<file path="src/rtl/muldiv_seq.sv">
// muldiv_seq: iterative multiply/divide sequencer for the EXE stage.
//
// Executes MULT, MULTU, DIV and DIVU with one iteration per cycle. There is
// one request in flight at a time. The 64-bit result stays stable in DONE
// until the pipeline consumes it with md_ack.
//
// Ports:
//   clk        clock; all state changes on the rising edge
//   resetn     asynchronous, active-low reset
//   md_start   request; md_op, md_src1 and md_src2 are sampled with it in IDLE
//   md_op      00 MULT, 01 MULTU, 10 DIV, 11 DIVU
//   md_src1    multiplicand / dividend
//   md_src2    multiplier / divisor
//   md_ack     result consumed (acts only in DONE)
//   md_cancel  flush; highest priority, returns the block to IDLE
//   md_busy    operation iterating
//   md_done    result valid on md_hi / md_lo
//   md_hi      product[63:32] or remainder
//   md_lo      product[31:0] or quotient
module muldiv_seq #(
    parameter int DATA_W = 32
) (
    input  logic              clk,
    input  logic              resetn,
    input  logic              md_start,
    input  logic [1:0]        md_op,
    input  logic [DATA_W-1:0] md_src1,
    input  logic [DATA_W-1:0] md_src2,
    input  logic              md_ack,
    input  logic              md_cancel,
    output logic              md_busy,
    output logic              md_done,
    output logic [DATA_W-1:0] md_hi,
    output logic [DATA_W-1:0] md_lo
);

    localparam logic [DATA_W-1:0] ALL_ONES = '1;
    localparam logic [DATA_W-1:0] MIN_NEG  = {1'b1, {(DATA_W-1){1'b0}}};
    localparam logic [4:0]        LAST_IT  = 5'd31;

    typedef enum logic [1:0] {IDLE, BUSY, DONE} state_t;

    state_t            state_reg;
    logic [4:0]        count_reg;
    logic [1:0]        op_reg;
    logic [DATA_W-1:0] src1_reg;       // raw dividend, needed for divide-by-zero
    logic [DATA_W-1:0] src2_reg;       // raw divisor, needed for the overflow case
    logic [DATA_W-1:0] operand_reg;    // multiplicand or divisor magnitude
    logic [DATA_W-1:0] work_hi_reg;    // partial product high half / remainder
    logic [DATA_W-1:0] work_lo_reg;    // multiplier shifter / dividend-quotient shifter
    logic              neg_res_reg;    // product or quotient must be negated
    logic              neg_rem_reg;    // remainder must be negated
    logic [DATA_W-1:0] hi_reg;
    logic [DATA_W-1:0] lo_reg;

    // Operand magnitudes for the signed forms
    logic              is_signed;
    logic              s1;
    logic              s2;
    logic [DATA_W-1:0] mag1;
    logic [DATA_W-1:0] mag2;

    always_comb begin
        is_signed = ~md_op[0];
        s1        = is_signed & md_src1[DATA_W-1];
        s2        = is_signed & md_src2[DATA_W-1];
        mag1      = s1 ? (~md_src1 + 1'b1) : md_src1;
        mag2      = s2 ? (~md_src2 + 1'b1) : md_src2;
    end

    // One iteration step for each operation kind
    logic [DATA_W:0]     mul_sum;
    logic [DATA_W-1:0]   mul_hi;
    logic [DATA_W-1:0]   mul_lo;
    logic [DATA_W:0]     div_trial;
    logic [DATA_W:0]     div_diff;
    logic                div_ge;
    logic [DATA_W-1:0]   div_hi;
    logic [DATA_W-1:0]   div_lo;
    logic [2*DATA_W-1:0] prod;
    logic [DATA_W-1:0]   fin_hi;
    logic [DATA_W-1:0]   fin_lo;

    always_comb begin
        // Shift-add: add multiplicand when the current multiplier bit is set,
        // then shift the {acc, multiplier} pair right by one, carry included.
        mul_sum   = {1'b0, work_hi_reg} + (work_lo_reg[0] ? {1'b0, operand_reg} : '0);
        mul_hi    = mul_sum[DATA_W:1];
        mul_lo    = {mul_sum[0], work_lo_reg[DATA_W-1:1]};

        // Restoring division: shift next dividend bit into the remainder and
        // subtract the divisor only if it fits. The remainder is always below
        // the divisor, so the kept value fits in DATA_W bits.
        div_trial = {work_hi_reg, work_lo_reg[DATA_W-1]};
        div_ge    = div_trial >= {1'b0, operand_reg};
        div_diff  = div_trial - {1'b0, operand_reg};
        div_hi    = div_ge ? div_diff[DATA_W-1:0] : div_trial[DATA_W-1:0];
        div_lo    = {work_lo_reg[DATA_W-2:0], div_ge};

        // Final result after the last step, with sign fix-up and special cases
        prod      = {mul_hi, mul_lo};
        fin_hi    = '0;
        fin_lo    = '0;
        if (op_reg[1]) begin
            if (src2_reg == '0) begin
                fin_lo = ALL_ONES;
                fin_hi = src1_reg;
            end else if (!op_reg[0] && src1_reg == MIN_NEG && src2_reg == ALL_ONES) begin
                fin_lo = MIN_NEG;
                fin_hi = '0;
            end else begin
                fin_lo = neg_res_reg ? (~div_lo + 1'b1) : div_lo;
                fin_hi = neg_rem_reg ? (~div_hi + 1'b1) : div_hi;
            end
        end else begin
            if (neg_res_reg) begin
                prod = ~prod + 1'b1;
            end
            fin_hi = prod[2*DATA_W-1:DATA_W];
            fin_lo = prod[DATA_W-1:0];
        end
    end

    always_ff @(posedge clk or negedge resetn) begin
        if (!resetn) begin
            state_reg   <= IDLE;
            count_reg   <= '0;
            op_reg      <= '0;
            src1_reg    <= '0;
            src2_reg    <= '0;
            operand_reg <= '0;
            work_hi_reg <= '0;
            work_lo_reg <= '0;
            neg_res_reg <= 1'b0;
            neg_rem_reg <= 1'b0;
            hi_reg      <= '0;
            lo_reg      <= '0;
        end else if (md_cancel) begin
            // Flush from any state; result registers keep their last value
            state_reg <= IDLE;
            count_reg <= '0;
        end else begin
            case (state_reg)
                IDLE: begin
                    if (md_start) begin
                        state_reg   <= BUSY;
                        count_reg   <= '0;
                        op_reg      <= md_op;
                        src1_reg    <= md_src1;
                        src2_reg    <= md_src2;
                        neg_res_reg <= s1 ^ s2;
                        neg_rem_reg <= s1;
                        work_hi_reg <= '0;
                        work_lo_reg <= md_op[1] ? mag1 : mag2;
                        operand_reg <= md_op[1] ? mag2 : mag1;
                    end
                end
                BUSY: begin
                    count_reg   <= count_reg + 5'd1;
                    work_hi_reg <= op_reg[1] ? div_hi : mul_hi;
                    work_lo_reg <= op_reg[1] ? div_lo : mul_lo;
                    if (count_reg == LAST_IT) begin
                        state_reg <= DONE;
                        hi_reg    <= fin_hi;
                        lo_reg    <= fin_lo;
                    end
                end
                DONE: begin
                    if (md_ack) begin
                        state_reg <= IDLE;
                    end
                end
                default: state_reg <= IDLE;
            endcase
        end
    end

    assign md_busy = (state_reg == BUSY);
    assign md_done = (state_reg == DONE);
    assign md_hi   = hi_reg;
    assign md_lo   = lo_reg;

endmodule
</file>
<file path="config.mk">
export PLATFORM = sky130hd
export DESIGN_NAME = muldiv_seq
export DESIGN_NICKNAME = d
export VERILOG_FILES = /design/src/rtl/muldiv_seq.sv
export SDC_FILE = /design/constraint.sdc
export NUM_CORES = 1
export LEC_CHECK = 0
export ABC_CLOCK_PERIOD_IN_PS = 4650
export BUFFER_PORTS_ARGS = -buffer_cell sky130_fd_sc_hd__buf_2
export CAP_MARGIN = 20
export CORE_ASPECT_RATIO = 1.4
export CORE_MARGIN = 5
export CORE_UTILIZATION = 40
export CTS_BUF_LIST = sky130_fd_sc_hd__clkbuf_16
export DETAILED_ROUTE_END_ITERATION = 6
export PLACE_DENSITY_LB_ADDON = 0.3
export SKIP_LAST_GASP = 1
export SYNTH_ARGS = -nofsm -noshare
export SYNTH_HDL_FRONTEND = slang
export SYNTH_SLANG_ARGS = --single-unit
</file>
<file path="constraint.sdc">
create_clock -name clk -period 4.65 [get_ports clk]
set_clock_uncertainty 0.1 [all_clocks]
set_input_delay 0.2325 -clock clk [delete_from_list [all_inputs] [get_ports clk]]
set_output_delay 0.2325 -clock clk [all_outputs]
set_load 0.01 [all_outputs]
</file>
[Word-level counts from Yosys, hierarchy flattened]
Cells that the tools add are included.
Widths: inputs -> output; s select.
Storage, ports and cells
  register bits: 235
  input bits: 71
  output and inout port bits: 66
  word-level logic and storage cells: 81
Operators by class
  add/sub/neg operators: 8
  order comparisons: 1
  eq/ne operators: 9
  muxes and demuxes: 29
  bitwise logic cells: 10
  reduce and logical (&&, ||, !) cells: 12
Operators by type and width (number)
  $mux 32: 18
  $add 32x1->32 const B: 4
  $not 32->32: 4
  $pmux 32 s2: 2
  $add 64x1->64 const B: 1
  $eq 32x32->1 const B: 2
  $mux 64: 1
  $not 64->64: 1
  $add 32x32->33: 1
  $ge 33x32->1: 1
  $logic_not 32->1: 1
  $sub 32x32->32: 1
  $reduce_and 3->1: 4
  $mux 5: 2
  $pmux 5 s2: 1
  $mux 2: 4
  $ne 3x3->1 const B: 2
  $pmux 2 s3: 1
  $add 5x1->5 const B: 1
  $eq 5x5->1 const B: 1
  $ne 3x2->1 const B: 1
  $reduce_bool 3->1: 1
  $and 1x1->1: 2
  $eq 2x1->1 const B: 1
  other kinds (9): 11

[Longest topological paths before layout]
Gate-level depths: netlist of the first run.
  word-level depth: 8
  depth in mapped cells: 23
  gate-level depth less buffers: 19

[Worst setup path after synthesis of the first run]
OpenSTA, ideal clock, no wires.
  path kind: reg2reg
  start point: register work_hi_reg[22]
  end point: register hi_reg[28], in the netlist md_hi[28]
  data arrival time: 4.938 ns
  setup slack: -0.465 ns
  stages on the path, launching flop included: 23
  path buffers: 4
  period minus slack after synthesis: 5.115 ns
  cells stage by stage: dfrtp_1 -> ha_1 -> clkbuf_1 -> nand4_1 -> or4_1 -> nor4_1 -> nor3_1 -> a21o_1 -> nand2_2 -> buf_2 -> clkbuf_1 -> clkbuf_1 -> nand2_1 -> o21ai_0 -> ha_1 -> and4_1 -> o211a_1 -> a21oi_1 -> a211o_1 -> o41ai_1 -> xnor2_1 -> a22oi_1 -> a21oi_1
Between the ends
  longest elaborated chain between the ends: 8
  elaborated cells on any way between the ends: 13
  those cells by class: add/sub (4); order compare (1); mux (6); bitwise (2)
Ends and longest elaborated chain
  from (decl): line 49  | logic [DATA_W-1:0] work_hi_reg;
  from (signal assigned): line 160  | work_hi_reg <= op_reg[1] ? div_hi : mul_hi;
  $sub 32x32->32 / $ge 33x32->1 (equally long branches): line 96, 95
  $mux 32: line 97  | div_hi = div_ge ? div_diff[DATA_W-1:0] : div_trial[DATA_W-1:0];
  $not 32->32: line 113  | fin_hi = neg_rem_reg ? (~div_hi + 1'b1) : div_hi;
  $add 32x1->32: line 113
  $mux 32: line 113
  $mux 32: line 108  | end else if (!op_reg[0] && src1_reg == MIN_NEG && src2_reg == ALL_ONES) begin
  $mux 32: line 105  | if (src2_reg == '0) begin
  $mux 32 *: line 104  | if (op_reg[1]) begin
  to (signal assigned): line 164  | hi_reg <= fin_hi;
  to (decl): line 53  | logic [DATA_W-1:0] hi_reg;
Mark *: on every way between the ends. The rest lies on a longest branch, timed or not.
A chain may end at the register's enable or synchronous reset.

[Worst setup path after layout of the first run]
  start point: register work_lo_reg[0]
  end point: register hi_reg[31], in the netlist md_hi[31]
Between the ends
  longest elaborated chain between the ends: 6
Ends and longest elaborated chain
  from (decl): line 50  | logic [DATA_W-1:0] work_lo_reg;
  from (signal assigned): line 154  | work_lo_reg <= md_op[1] ? mag1 : mag2;
  from (signal assigned): line 161  | work_lo_reg <= op_reg[1] ? div_lo : mul_lo;
  $mux 32 *: line 87  | mul_sum = {1'b0, work_hi_reg} + (work_lo_reg[0] ? {1'b0, operand_reg} : '0);
  $add 32x32->33 *: line 87
  $not 64->64: line 117  | prod = ~prod + 1'b1;
  $add 64x1->64: line 117
  $mux 64 *: line 116  | if (neg_res_reg) begin
  $mux 32 *: line 104
Marks and branches as above.

==> results of run 1 <==
-- cells by family after synthesis --
| kind of cell | Yosys count | synth area share [%] |
|---|---|---|
| AOI/OAI and AO/OA | 776 | 24.15 |
| xor gates and xnor gates | 222 | 9.642 |
| adders and majority gates | 73 | 4.604 |
| buffers and inverters | 270 | 5.137 |
| DFF | 235 | 29.16 |
| muxes | 67 | 3.357 |
| and+or+nand+nor | 1053 | 23.95 |
-- path summary, 6_finish.rpt --
check                                from         endpoint  slack [ns]  cells after the start
setup / recovery           work_lo_reg[0]        md_hi[31]       -0.16                     17
setup reg to reg           work_lo_reg[0]        md_hi[31]       -0.16                     17
hold reg to reg                 md_lo[25]        md_lo[25]        0.38                      2
min in group asynchronous          resetn   operand_reg[6]        0.19                      2
hold / removal                  md_cancel     count_reg[2]        0.09                      4
max in group asynchronous          resetn  work_lo_reg[16]        3.06                      3
-- power groups by stage --
stage / Combinational (mW) / Sequential [mW] / Clock, mW
after global placement: 8.40 / 2.68 / 0
final: 9.40 / 2.68 / 2.19
after global routing: 10.0 / 2.70 / 2.29
after detailed placement: 8.44 / 2.69 / 0
after CTS: 8.74 / 2.65 / 2.22
after floorplan: 4.77 / 2.54 / 0
-- worst max-delay path: stages, from the launching register on --
cell      delay (ns)
dfrtp_1         0.40
and2_4          0.16
ha_2            0.17
inv_1           0.05
fa_2            0.36
nand2b_4        0.16
a211o_4         0.37
a21o_4          0.26
a211oi_4        0.26
nor3_4          0.07
nor4_2          0.25
buf_4           0.16
or4b_4          0.48
nor3_4          0.25
or4b_4          0.52
a221oi_2        0.24
o41ai_1         0.11
o32a_1          0.31
-- layout make-up --
class	instances	area [um2]
Multi-Input combinational cell	2191	13910
Fill cell	4793	23220
Inverter	76	287.8
Clock buffer	25	625.6
Tap cell	643	804.5
Timing Repair Buffer	677	5039
Clock inverter	21	230.2
Sequential cell	235	5886
-- routing by layer --
layer / up-vias / track usage, % / share of wire (%)
met2: 909 / 54.13 / 49
met4: 4 / 19.22 / 7.6
met1: 10950 / 36.08 / 37
li1: 10600 / - / -
met5: - / 0 / 0.033
met3: 276 / 3.626 / 5.8
-- cell usage in the layout, fill, tap and decap left out, types with 18 or more instances in the layout --
cell,n
dfrtp_1,233
nor2_1,227
o21ai_0,247
nand4_1,33
nand3_1,32
o31ai_1,45
o21a_1,26
a21o_1,21
nor4_1,32
o211ai_1,36
nand2b_1,26
inv_1,70
a211oi_1,18
buf_4,457
dlygate4sd3_1,69
a22o_1,21
ha_1,61
buf_2,134
or3_1,18
a21oi_1,193
xnor2_1,130
nand2_1,491
clkbuf_16,25
mux2i_1,61
nor3_1,52
xor2_1,91
-- repair_timing --
item | 4_1_cts | 5_1_grt
gates cloned | 0 | 0
setup endpoints to repair | 16 | 17
pin swaps | 19 | 48
buffers inserted | 12 | 22
endpoints found under the hold margin | 171 | 0
hold buffers | 69 | 0
resized for setup | 33 | 90
==> flow_summary.json, run 1 <==
{
  "run_status": "finished with violations",
  "violations": "negative setup slack",
  "worst-path-max-fanout": 4,
  "rows": 97,
  "grt_setup_unrepaired": "yes",
  "syn_to_final_growth_pct": 32.81,
  "place_area_um2": 24350,
  "final_area_um2": 26780,
  "critical_path.startpoint_type": "flop",
  "clkLatencyLatePin_ns": 0.57,
  "post-route-min-period_ns": 4.807,
  "fmax_ghz": 0.2080,
  "worstSetupPathType": "reg -> reg",
  "clockRootBuffer": "clkbuf_16",
  "ys_warn_count": 0,
  "ys_seq_area_share_pct": 29.16,
  "cap_violations": 0,
  "synth.largest_area_cell": "dfrtp_1",
  "intPower_mw": 7.787,
  "layout.nets": 3350,
  "numPortBuffers": 136,
  "slew_violations": 0,
  "setup_tns_ns": -0.2365,
  "fin_ws_ns": -0.1567,
  "peakVddDrop_mv": 0.3526,
  "cts_tree": "yes",
  "setup_violations": 3,
  "gp_congestion": 1.056,
  "dr.pass1.iters": 6,
  "cts.sinks": 235,
  "ys_seq_elements": 235,
  "finalHoldViolCount": 0,
  "synthFlopType": "dfrtp_1",
  "drive_gt1_share_pct": 24.37,
  "syn_avg_cell_area_um2": 7.480,
  "antenna_cells": 0,
  "grt_pass1_vias": 22680,
  "power.density_nw_per_um2": 533.1,
  "num_io_pins": 137,
  "vias_per_cell": 5.877,
  "grt_pass1_wl_um": 133000,
  "netlist_instances": 2696,
  "min_path_type": "in -> reg",
  "ys_types": 96,
  "synthArstFlopShare_pct": 100.0,
  "syn_nets": 2840,
  "num_vias": 22730,
  "p_leak_nw": 12.39,
  "worst_setup_path_end_kind": "flop",
  "synth_edf_count": 0,
  "ant_nets": 0,
  "clk_pin_slew_ns": 0.07,
  "wire_per_inst_um": 22.77,
  "synth_most_common_cell": "nand2_1",
  "utilization_pct": 53.56,
  "dp.cells": 3719,
  "yosys-top-cells-area": "dfrtp_1, nand2_1, o21ai_0",
  "seq_power_share_pct": 18.8,
  "instances_no_fill": 3868,
  "netlist_area_um2": 20170,
  "grt_use_total_pct": 31.05,
  "drcViolationCount": 0,
  "clkPwrFrac_pct": 15.4,
  "netlist.area_leader.share_pct": 29.16,
  "power.switching_mw": 6.491,
  "cp.arrival_ns": 5.14,
  "start_util_pct": 40.33,
  "total_power_mw": 14.28,
  "dieArea_um2": 55070,
  "clk_path_buf_depth": 3,
  "grt_antenna_before_repair": 3,
  "grt_max_degree": 120,
  "combPwrFrac_pct": 65.9,
  "finalCritPeriodShare_pct": 103.4,
  "totalWireLength_um": 88070,
  "cts_max_level": 1,
  "dp_slack_ns": -0.4451,
  "die_w_um": 199.8,
  "synth_common_cells": "nand2_1, o21ai_0, dfrtp_1, nor2_1, a21oi_1",
  "dpl.hpwl_um": 67770,
  "fin_hold_ws_ns": 0.09407,
  "die_h_um": 275.7,
  "cts_made_buffers": 25,
  "core_region_area_um2": 50000,
  "slew-limit-headroom_pct": 22.25,
  "worstMarginPinSlew_ns": 1.164,
  "required_ns": 4.98,
  "detail_route.iter0.violations": 1995,
  "gr-total-overflow": 0,
  "p_sw_share_pct": 45.46
}
(Power assumes the default switching activity.)
==> inputs of run 2 (changes only) <==
--- a/config.mk
+++ b/config.mk
@@ -8,12 +8,11 @@
 export ABC_CLOCK_PERIOD_IN_PS = 4650
 export BUFFER_PORTS_ARGS = -buffer_cell sky130_fd_sc_hd__buf_2
 export CAP_MARGIN = 20
-export CORE_ASPECT_RATIO = 1.4
 export CORE_MARGIN = 5
-export CORE_UTILIZATION = 40
+export CORE_UTILIZATION = 57
 export CTS_BUF_LIST = sky130_fd_sc_hd__clkbuf_16
 export DETAILED_ROUTE_END_ITERATION = 6
-export PLACE_DENSITY_LB_ADDON = 0.3
+export PLACE_DENSITY = 0.77
 export SKIP_LAST_GASP = 1
 export SYNTH_ARGS = -nofsm -noshare
 export SYNTH_HDL_FRONTEND = slang
==> flow_summary.json, run 2 (synthesis gave the netlist of run 1 again) <==
{
  "run_status": "finished with violations",
  "violations": "design-rule violations, negative setup slack",
  "total_power_mw": 14.29,
  "worst-path-max-fanout": 18,
  "cts_tree": "yes",
  "cts.sinks": 235,
  "die_w_um": 198.1,
  "dieArea_um2": 39240,
  "layout_commonest_cell": "nand2_1",
  "final_area_um2": 25630,
  "slew-limit-headroom_pct": 28.54,
  "fill_cells": 2624,
  "setup_violations": 2,
  "setup_tns_ns": -0.2236,
  "grt_pass1_wl_um": 131800,
  "syn_to_final_growth_pct": 27.12,
  "finalCritPeriodShare_pct": 103.3,
  "drcViolationCount": 2,
  "num_io_pins": 137,
  "vias_per_cell": 6.565,
  "grt_pass1_vias": 22170,
  "rows": 68,
  "required_ns": 5.02,
  "start_util_pct": 58.09,
  "fmax_ghz": 0.2082,
  "fin_ws_ns": -0.1522,
  "finalHoldViolCount": 0,
  "totalWireLength_um": 88740,
  "worstSetupPathType": "reg -> reg",
  "die_h_um": 198.1,
  "grt_max_degree": 120,
  "cts_max_level": 1,
  "clkLatencyLatePin_ns": 0.58,
  "peakVddDrop_mv": 0.4342,
  "p_leak_nw": 11.87,
  "detail_route.iter0.violations": 3313,
  "dr.pass1.iters": 7,
  "core_region_area_um2": 34710,
  "critical_path.startpoint_type": "flop",
  "utilization_pct": 73.85,
  "cts_made_buffers": 29,
  "layout.nets": 3254,
  "gr-total-overflow": 0,
  "clockRootBuffer": "clkbuf_16",
  "worst_setup_path_end_kind": "flop",
  "grt_use_total_pct": 43.44,
  "cap_violations": 0,
  "grt_setup_unrepaired": "yes",
  "post-route-min-period_ns": 4.802,
  "drive_gt1_share_pct": 21.50,
  "dpl.hpwl_um": 66270,
  "slew_violations": 0,
  "grt_antenna_before_repair": 3,
  "numPortBuffers": 136,
  "gp_congestion": 1.083,
  "worstMarginPinSlew_ns": 1.072,
  "clk_pin_slew_ns": 0.06,
  "num_vias": 23540,
  "cp.arrival_ns": 5.17,
  "fin_hold_ws_ns": 0.01223,
  "min_path_type": "in -> reg",
  "clk_path_buf_depth": 3,
  "wire_per_inst_um": 24.74,
  "power.density_nw_per_um2": 557.4,
  "ant_nets": 0,
  "place_area_um2": 23410,
  "most-common-layout-cells": "nand2_1, buf_4, o21ai_0"
}
[run 2: cell count changes in the layout (fill, tap and decap cells not counted), sizes merged]
cell / before / now
diode: 0 / 1
bufinv: 5 / 4
clkinv: 12 / 14
buf: 608 / 508
inv: 79 / 78
clkinvlp: 1 / 2
clkbuf: 25 / 29
[run 2: repair_timing]
action | 4_1_cts | 5_1_grt
hold endpoints to repair | 179 | 0
hold buffers | 69 | 0
gates resized for setup | 21 | 62
setup endpoints to repair | 6 | 20
pin swaps | 15 | 28
setup buffers | 11 | 13
[run 2: report_power, final]
part / switching (mW) / leakage, nW / internal (mW)
Combinational: 5.32 / 8.33 / 3.85
Sequential: 0.452 / 3.05 / 2.33
Clock: 0.986 / 0.477 / 1.35
Total: 6.76 / 11.9 / 7.53
[run 2: final timing paths]
kind                                     start              end  slack (ns)  cells after the start
worst max register to register  work_lo_reg[0]        md_hi[31]       -0.15                     19
worst min-delay path                 md_cancel     state_reg[0]        0.01                      3
worst max-delay path            work_lo_reg[0]        md_hi[31]       -0.15                     19
max in group asynchronous               resetn  work_lo_reg[11]        3.10                      3
worst min register to register       md_lo[23]        md_lo[23]        0.37                      2
min in group asynchronous               resetn         md_hi[8]        0.16                      2
[run 2: cell type report]
| type | count | area (um2) | area share (%) |
|---|---|---|---|
| clock inverters | 22 | 221.5 | 0.8639 |
| clock buffers | 29 | 725.7 | 2.831 |
| flip-flops and latches | 235 | 5887 | 22.96 |
| well taps | 455 | 569.3 | 2.221 |
| repair buffers | 577 | 4223 | 16.47 |
| inverters | 76 | 287.8 | 1.123 |
| multi-input cells | 2191 | 13720 | 53.51 |
| diodes | 1 | 2.502 | 0.009762 |
[run 2: worst max-delay path, stage by stage (launching register included)]
cell,delay [ns]
dfrtp_1,0.39
buf_4,0.14
clkinv_1,0.07
buf_12,0.15
nor2_1,0.06
ha_1,0.33
buf_4,0.13
buf_4,0.10
nand2_1,0.08
a211o_1,0.32
and4_4,0.20
o21a_1,0.20
nor4_2,0.30
buf_4,0.16
or4b_4,0.48
nor3_4,0.26
or4b_4,0.50
a221oi_2,0.26
o41ai_2,0.12
o32a_1,0.31
[run 2: through the flow]
step / worst slack, ns / std cells
floorplan: -0.001268 / 2696
global placement: -0.2115 / 3441
detailed placement: -0.2862 / 3441
CTS: -0.08273 / 3572
global route: -0.2758 / 3586
finish: -0.1522 / 3586
[run 2: per-layer routing]
layer	vias up	wire length [um]	track usage (%)
li1	10380	-	-
met1	11040	33450	58.76
met2	1774	35900	62.51
met3	344	13500	14.53
met4	6	5825	21.07
met5	-	56	0
